<file path="config.mk">
export PLATFORM = sky130hd
export DESIGN_NAME = shared_memory_arbiter_flat
export DESIGN_NICKNAME = d
export VERILOG_FILES = /design/src/rtl/shared_memory_pkg.sv /design/src/rtl/shared_memory_arbiter_if.sv /design/src/rtl/rr_arbiter_2.sv /design/src/rtl/shared_memory_arbiter.sv /design/src/flat_wrapper.sv
export SDC_FILE = /design/constraint.sdc
export NUM_CORES = 1
export LEC_CHECK = 0
export ABC_AREA = 1
export ABC_CLOCK_PERIOD_IN_PS = 3000
export BUFFER_PORTS_ARGS = -buffer_cell sky130_fd_sc_hd__buf_4
export CAP_MARGIN = 20
export CORE_UTILIZATION = 47
export CTS_CLUSTER_DIAMETER = 60
export DETAILED_ROUTE_END_ITERATION = 10
export GPL_TIMING_DRIVEN = 0
export PLACE_DENSITY = 0.81
export SKIP_CTS_REPAIR_TIMING = 1
export SKIP_LAST_GASP = 1
export SYNTH_ARGS = -nofsm -noshare
export SYNTH_HDL_FRONTEND = slang
export SYNTH_HIERARCHICAL = 1
export SYNTH_SLANG_ARGS = --single-unit
</file>
<file path="constraint.sdc">
create_clock -name clk -period 3 [get_ports clk]
set_input_delay 0.9 -clock clk [delete_from_list [all_inputs] [get_ports clk]]
set_output_delay 0.9 -clock clk [all_outputs]
set_load 0.005 [all_outputs]
</file>
<file path="src/rtl/shared_memory_pkg.sv">
// Shared types and width defaults for the shared-memory arbiter block.
package shared_memory_pkg;

  localparam int unsigned DEFAULT_ADDR_W = 4;
  localparam int unsigned DEFAULT_DATA_W = 8;

  typedef enum logic [0:0] {INIT, ARB} state_e;
  typedef enum logic [0:0] {PORT_A, PORT_B} port_e;

endpackage

</file>
<file path="src/rtl/shared_memory_arbiter_if.sv">
// Requester ports A/B and the single memory port, bundled for the arbiter.
interface shared_memory_arbiter_if #(
  parameter int unsigned ADDR_W = shared_memory_pkg::DEFAULT_ADDR_W,
  parameter int unsigned DATA_W = shared_memory_pkg::DEFAULT_DATA_W
);

  logic              a_req;
  logic              a_we;
  logic [ADDR_W-1:0] a_addr;
  logic [DATA_W-1:0] a_wdata;
  logic              a_gnt;
  logic              a_rvalid;
  logic [DATA_W-1:0] a_rdata;

  logic              b_req;
  logic              b_we;
  logic [ADDR_W-1:0] b_addr;
  logic [DATA_W-1:0] b_wdata;
  logic              b_gnt;
  logic              b_rvalid;
  logic [DATA_W-1:0] b_rdata;

  logic              mem_en;
  logic              mem_we;
  logic [ADDR_W-1:0] mem_addr;
  logic [DATA_W-1:0] mem_wdata;
  logic [DATA_W-1:0] mem_rdata;
  logic              init_done;

  modport slave (
    input  a_req, a_we, a_addr, a_wdata,
    input  b_req, b_we, b_addr, b_wdata,
    input  mem_rdata,
    output a_gnt, a_rvalid, a_rdata,
    output b_gnt, b_rvalid, b_rdata,
    output mem_en, mem_we, mem_addr, mem_wdata,
    output init_done
  );

  modport master (
    output a_req, a_we, a_addr, a_wdata,
    output b_req, b_we, b_addr, b_wdata,
    output mem_rdata,
    input  a_gnt, a_rvalid, a_rdata,
    input  b_gnt, b_rvalid, b_rdata,
    input  mem_en, mem_we, mem_addr, mem_wdata,
    input  init_done
  );

endinterface

</file>
<file path="src/rtl/rr_arbiter_2.sv">
// Two-way round-robin arbiter; the pointer names the port favoured on a tie.
module rr_arbiter_2
  import shared_memory_pkg::*;
(
  input  logic       clk,
  input  logic       rst,
  input  logic [1:0] req,
  input  logic       advance,
  output logic [1:0] gnt
);

  port_e ptr_q, ptr_d;

  always_comb begin
    gnt   = req;
    ptr_d = ptr_q;
    if (req == 2'b11) begin
      gnt = (ptr_q == PORT_A) ? 2'b01 : 2'b10;
    end
    // After serving A, favour B next time, and vice versa.
    if (advance) begin
      ptr_d = gnt[0] ? PORT_B : PORT_A;
    end
  end

  always_ff @(posedge clk) begin
    if (rst) begin
      ptr_q <= PORT_A;
    end else begin
      ptr_q <= ptr_d;
    end
  end

endmodule

</file>
<file path="src/rtl/shared_memory_arbiter.sv">
// Clears the shared memory after reset, then serialises port A/B accesses onto it.
module shared_memory_arbiter
  import shared_memory_pkg::*;
#(
  parameter int unsigned ADDR_W = DEFAULT_ADDR_W,
  parameter int unsigned DATA_W = DEFAULT_DATA_W,
  parameter int unsigned DEPTH  = 1 << ADDR_W
) (
  input  logic                  clk,
  input  logic                  rst,
  shared_memory_arbiter_if.slave bus
);

  state_e            state_q, state_d;
  logic [ADDR_W-1:0] cnt_q, cnt_d;
  logic [1:0]        req, arb_gnt, gnt;
  logic              xfer;

  logic              mem_en, mem_we;
  logic [ADDR_W-1:0] mem_addr;
  logic [DATA_W-1:0] mem_wdata;
  logic              hold_we_q;
  logic [ADDR_W-1:0] hold_addr_q;
  logic [DATA_W-1:0] hold_wdata_q;

  logic              rv_valid_q, rv_valid_d;
  port_e             rv_port_q, rv_port_d;

  assign req = {bus.b_req, bus.a_req};

  rr_arbiter_2 u_rr_arbiter_2 (
    .clk     (clk),
    .rst     (rst),
    .req     (req),
    .advance (xfer),
    .gnt     (arb_gnt)
  );

  always_comb begin
    state_d    = state_q;
    cnt_d      = cnt_q;
    gnt        = 2'b00;
    mem_en     = 1'b0;
    mem_we     = hold_we_q;
    mem_addr   = hold_addr_q;
    mem_wdata  = hold_wdata_q;
    rv_valid_d = 1'b0;
    rv_port_d  = rv_port_q;
    unique case (state_q)
      INIT: begin
        mem_en    = 1'b1;
        mem_we    = 1'b1;
        mem_addr  = cnt_q;
        mem_wdata = '0;
        cnt_d     = cnt_q + ADDR_W'(1);
        if (cnt_q == ADDR_W'(DEPTH - 1)) begin
          state_d = ARB;
        end
      end
      ARB: begin
        gnt = arb_gnt;
        if (gnt != 2'b00) begin
          mem_en     = 1'b1;
          mem_we     = gnt[1] ? bus.b_we    : bus.a_we;
          mem_addr   = gnt[1] ? bus.b_addr  : bus.a_addr;
          mem_wdata  = gnt[1] ? bus.b_wdata : bus.a_wdata;
          rv_valid_d = ~mem_we;
          rv_port_d  = gnt[1] ? PORT_B : PORT_A;
        end
      end
      default: ;
    endcase
    // Reset wins over everything: no strobe, no grant, nothing tagged for rvalid.
    if (rst) begin
      gnt        = 2'b00;
      mem_en     = 1'b0;
      rv_valid_d = 1'b0;
    end
    xfer = gnt != 2'b00;
  end

  always_ff @(posedge clk) begin
    if (rst) begin
      state_q      <= INIT;
      cnt_q        <= '0;
      rv_valid_q   <= 1'b0;
      rv_port_q    <= PORT_A;
      hold_we_q    <= 1'b0;
      hold_addr_q  <= '0;
      hold_wdata_q <= '0;
    end else begin
      state_q      <= state_d;
      cnt_q        <= cnt_d;
      rv_valid_q   <= rv_valid_d;
      rv_port_q    <= rv_port_d;
      hold_we_q    <= mem_we;
      hold_addr_q  <= mem_addr;
      hold_wdata_q <= mem_wdata;
    end
  end

  assign bus.a_gnt     = gnt[0];
  assign bus.b_gnt     = gnt[1];
  assign bus.a_rvalid  = rv_valid_q && (rv_port_q == PORT_A) && !rst;
  assign bus.b_rvalid  = rv_valid_q && (rv_port_q == PORT_B) && !rst;
  assign bus.a_rdata   = bus.mem_rdata;
  assign bus.b_rdata   = bus.mem_rdata;
  assign bus.mem_en    = mem_en;
  assign bus.mem_we    = mem_we;
  assign bus.mem_addr  = mem_addr;
  assign bus.mem_wdata = mem_wdata;
  assign bus.init_done = state_q == ARB;

endmodule

</file>
<file path="src/flat_wrapper.sv">
// flat-port wrapper written by rule: the top's interface ports become plain ports
module shared_memory_arbiter_flat import shared_memory_pkg::*;
#(
  parameter int unsigned ADDR_W = DEFAULT_ADDR_W,
  parameter int unsigned DATA_W = DEFAULT_DATA_W,
  parameter int unsigned DEPTH  = 1 << ADDR_W
)
  (clk, rst, bus_a_req, bus_a_we, bus_a_addr, bus_a_wdata, bus_b_req, bus_b_we, bus_b_addr, bus_b_wdata, bus_mem_rdata, bus_a_gnt, bus_a_rvalid, bus_a_rdata, bus_b_gnt, bus_b_rvalid, bus_b_rdata, bus_mem_en, bus_mem_we, bus_mem_addr, bus_mem_wdata, bus_init_done);
  shared_memory_arbiter_if #(.ADDR_W(ADDR_W), .DATA_W(DATA_W)) bus_i ();
  input  logic clk;
  input  logic rst;
  input wire logic [$bits(bus_i.a_req)-1:0] bus_a_req;
  input wire logic [$bits(bus_i.a_we)-1:0] bus_a_we;
  input wire logic [$bits(bus_i.a_addr)-1:0] bus_a_addr;
  input wire logic [$bits(bus_i.a_wdata)-1:0] bus_a_wdata;
  input wire logic [$bits(bus_i.b_req)-1:0] bus_b_req;
  input wire logic [$bits(bus_i.b_we)-1:0] bus_b_we;
  input wire logic [$bits(bus_i.b_addr)-1:0] bus_b_addr;
  input wire logic [$bits(bus_i.b_wdata)-1:0] bus_b_wdata;
  input wire logic [$bits(bus_i.mem_rdata)-1:0] bus_mem_rdata;
  output wire logic [$bits(bus_i.a_gnt)-1:0] bus_a_gnt;
  output wire logic [$bits(bus_i.a_rvalid)-1:0] bus_a_rvalid;
  output wire logic [$bits(bus_i.a_rdata)-1:0] bus_a_rdata;
  output wire logic [$bits(bus_i.b_gnt)-1:0] bus_b_gnt;
  output wire logic [$bits(bus_i.b_rvalid)-1:0] bus_b_rvalid;
  output wire logic [$bits(bus_i.b_rdata)-1:0] bus_b_rdata;
  output wire logic [$bits(bus_i.mem_en)-1:0] bus_mem_en;
  output wire logic [$bits(bus_i.mem_we)-1:0] bus_mem_we;
  output wire logic [$bits(bus_i.mem_addr)-1:0] bus_mem_addr;
  output wire logic [$bits(bus_i.mem_wdata)-1:0] bus_mem_wdata;
  output wire logic [$bits(bus_i.init_done)-1:0] bus_init_done;
  assign bus_i.a_req = bus_a_req;
  assign bus_i.a_we = bus_a_we;
  assign bus_i.a_addr = bus_a_addr;
  assign bus_i.a_wdata = bus_a_wdata;
  assign bus_i.b_req = bus_b_req;
  assign bus_i.b_we = bus_b_we;
  assign bus_i.b_addr = bus_b_addr;
  assign bus_i.b_wdata = bus_b_wdata;
  assign bus_i.mem_rdata = bus_mem_rdata;
  assign bus_a_gnt = bus_i.a_gnt;
  assign bus_a_rvalid = bus_i.a_rvalid;
  assign bus_a_rdata = bus_i.a_rdata;
  assign bus_b_gnt = bus_i.b_gnt;
  assign bus_b_rvalid = bus_i.b_rvalid;
  assign bus_b_rdata = bus_i.b_rdata;
  assign bus_mem_en = bus_i.mem_en;
  assign bus_mem_we = bus_i.mem_we;
  assign bus_mem_addr = bus_i.mem_addr;
  assign bus_mem_wdata = bus_i.mem_wdata;
  assign bus_init_done = bus_i.init_done;
  shared_memory_arbiter #(.ADDR_W(ADDR_W), .DATA_W(DATA_W), .DEPTH(DEPTH)) u_core (.clk(clk), .rst(rst), .bus(bus_i));
endmodule
</file>
==> metrics.csv <==
stage,metric,value,unit
floorplanning,row_count,18,
floorplanning,initial_utilization,0.508,
clock_network,h-tree-depth,1,
power,ir_drop,232,uV
power,p_sw_frac,0.264,
power,combPwrFrac,0.224,
floorplanning,io_pins,73,
run_status,status,finished clean,
synthesis,synth_warnings,6,
hold_path,hold_start,u_core/hold_wdata_q[6]$_SDFF_PP0_,
finish,drive_gt1_frac,0.425,
setup_path,start_kind,input pin,
finish,final_util,0.729,
floorplanning,dieArea,2940,sq um
power,p_int,0.000408,W
setup_path,crit_path_top_delay_cell,buf_2,
sta,min_period,2890,ps
synthesis,synthCells,193,
setup_path,r2r_start,u_core/u_rr_arbiter_2/ptr_q$_SDFFE_PP0P_,
sta,relSlewSlack,0.672,
drt,wire_per_inst,10.3,um
drt,drtIter0Drc,47,
sta,final_max_slew_viol_count,0,
finish,area_growth,43.6,%
clock_network,clock-sinks,21,
setup_path,critical_path.top_delay_family,buffers and inverters,
synthesis,syn_nets,232,
placement,pre_cts_ws,13.7,ps
drt,viasPerCell,4.76,
finish,fillCellCount,235,
power,pwr-share-seq,0.522,
finish,diodes,0,
sta,finalSetupViolCount,0,
setup_path,cp_slowest_stage_delay,220,ps
clock_network,numCtsBuffers,3,
power,power_density,302,nW/um^2
global_routing,antenna_found_initial,0,
setup_path,critPathRequiredTime,2100,ps
setup_path,timing.rr.end,u_core/u_rr_arbiter_2/ptr_q$_SDFFE_PP0P_,
hold_path,min-delay-path-class,flop to flop,
clock_network,tritoncts,built,
setup_path,cp_data_arrival_time,1990,ps
placement,hpwl,2300,um
setup_path,critPathCaptureType,primary output,
power,power.total,0.000555,W
drt,ant_nets,0,
drt,route.detailed.drc,0,
floorplanning,die_w,54.2,um
sta,fmax,346,MHz
global_routing,overflow,0,
placement,placed_cell_area,1800,sq um
finish,postLayoutCellArea,1840,sq um
setup_path,critical_path.max_fanout,10,
clock_network,root_buffer,clkbuf_4,
drt,vias,1386,
floorplanning,core_area,2520,sq um
synthesis,synthDistinctLibCells,22,
sta,finalClockSkew,4.66,ps
global_routing,grt_pass1_wl,4620,um
setup_path,crit_chain,buf_4 -> a21boi_2 -> buf_6 -> buf_2 -> nand2_1 -> nand2_1 -> nor2_2 -> nor2_1 -> buf_4,
placement,io_buffer_count,64,
hold_path,min_to,u_core/hold_wdata_q[6]$_SDFF_PP0_,
clock_network,cts_buffer_depth,2,
finish,nNetsFinal,301,
sta,setup_slack,110,ps
power,power.leakage,1.03,nW
synthesis,avgSynthCellArea,6.64,sq um
synthesis,ys_seq_area_frac,0.328,
clock_network,insertion_delay,310,ps
setup_path,path_buf_inv,4,
placement,globalplace.congestion,0.843,
drt,routed_wl,3000,um
floorplanning,fp.dieH,54.2,um
flow_run,maxCapViolCount,0,
setup_path,critPathKind,input pin to primary output,
sta,hold_viol,0,
synthesis,synth_area,1280,sq um
power,switchingPower,0.000147,W
synthesis,ys_ff_latch,21,
drt,firstDrtPassIters,4,
global_routing,grt_pass1_vias,1121,
global_routing,grt_max_degree,13,
sta,fin_crit_sh,0.963,
setup_path,path_depth,9,
global_routing,grt_use_total,0.216,
setup_path,rrSetupSlack,1530,ps
sta,worstMarginPinSlew,492,ps
clock_network,clk_pin_slew,120,ps
hold_path,whs_path_depth,2,
sta,setup_tns,0,ps
setup_path,r2r_cells,11,
power,power_frac_clock,0.254,
-- layout by cell type (no fill, tap or decap), drive strengths merged --
master,Yosys,routed
nand2,88,88
buf,22,86
dfxtp,21,21
nor2,16,16
inv,15,15
a21oi,12,12
nand3,9,9
clkbuf,1,4
nor3,3,3
o21ai,3,3
clkinv,0,1
nand4,1,1
ha,1,1
a21boi,1,1
-- cell type report --
type | instances | area [sq um] | area share
well taps | 30 | 37.5 | 0.0204
clock buffers | 3 | 22.5 | 0.0122
repair buffers | 64 | 480 | 0.261
clock inverters | 1 | 5.00 | 0.00272
inverters | 15 | 58.8 | 0.0320
plain buffers | 23 | 186 | 0.101
multi-input cells | 134 | 628 | 0.341
flip-flops and latches | 21 | 420 | 0.229
-- cell families after synthesis --
group | share of synthesized area
compound gates | 0.0762
buf+inv | 0.187
flops | 0.328
fa+ha+maj | 0.00976
simple gates | 0.399
-- metrics by stage --
stage	hold WS (ps)	std cells
floorplan	446	193
global placement	457	287
detailed placement	459	287
CTS	478	291
global route	497	291
finish	474	291
-- metal layers --
metal  vias to the layer above  routed length (um)  GRT usage
met4                         0                  59     0.0940
met5                         -                   0          0
li1                        713                   -          -
met3                         9                 209     0.0278
met2                        62                1420      0.360
met1                       602                1310      0.276
-- power groups by stage --
stage          Sequential, W  Combinational, W  Clock (W)
3_5_place_dp        0.000296          0.000124          0
6_report            0.000290          0.000124   0.000141
3_3_place_gp        0.000296          0.000122          0
2_1_floorplan       0.000295         0.0000623          0
5_1_grt             0.000291          0.000138   0.000157
4_1_cts             0.000289          0.000124   0.000144
-- worst min-delay path, cell delays in order (launching register included) --
cell     delay (ps)
dfxtp_1         320
nand2_1          70
a21oi_1          50
-- how the worst max path moves through the flow --
| stage | start | end | slack [ps] |
|---|---|---|---|
| 2_1_floorplan | bus_b_req | bus_mem_we | 380 |
| 3_3_place_gp | bus_a_req | bus_mem_we | 20 |
| 3_5_place_dp | bus_a_req | bus_mem_we | 10 |
| 4_1_cts | bus_a_req | bus_mem_we | 10 |
| 5_1_grt | bus_b_req | bus_mem_wdata[3] | -3 |
| 6_report | bus_a_req | bus_mem_we | 110 |
-- state kept, by name, indices dropped and copies added (netlist names) --
register	cells
u_core/rv_port_q	1
u_core/hold_wdata_q	8
u_core/rv_valid_q	1
u_core/bus.init_done	1
u_core/hold_we_q	1
u_core/cnt_q	4
u_core/u_rr_arbiter_2/ptr_q	1
u_core/hold_addr_q	4
-- synth_stat cells (all sizes together) --
library cell   n  area share
nor2          16       0.053
nand2         88        0.29
buf           22        0.14
a21oi         12       0.059
nor3           3       0.012
a21boi         1      0.0059
nand3          9       0.043
ha             1      0.0098
inv           15       0.044
nand4          1      0.0049
o21ai          3       0.012
clkbuf         1      0.0029
dfxtp         21        0.33
Power figures use the tool's default switching activity.
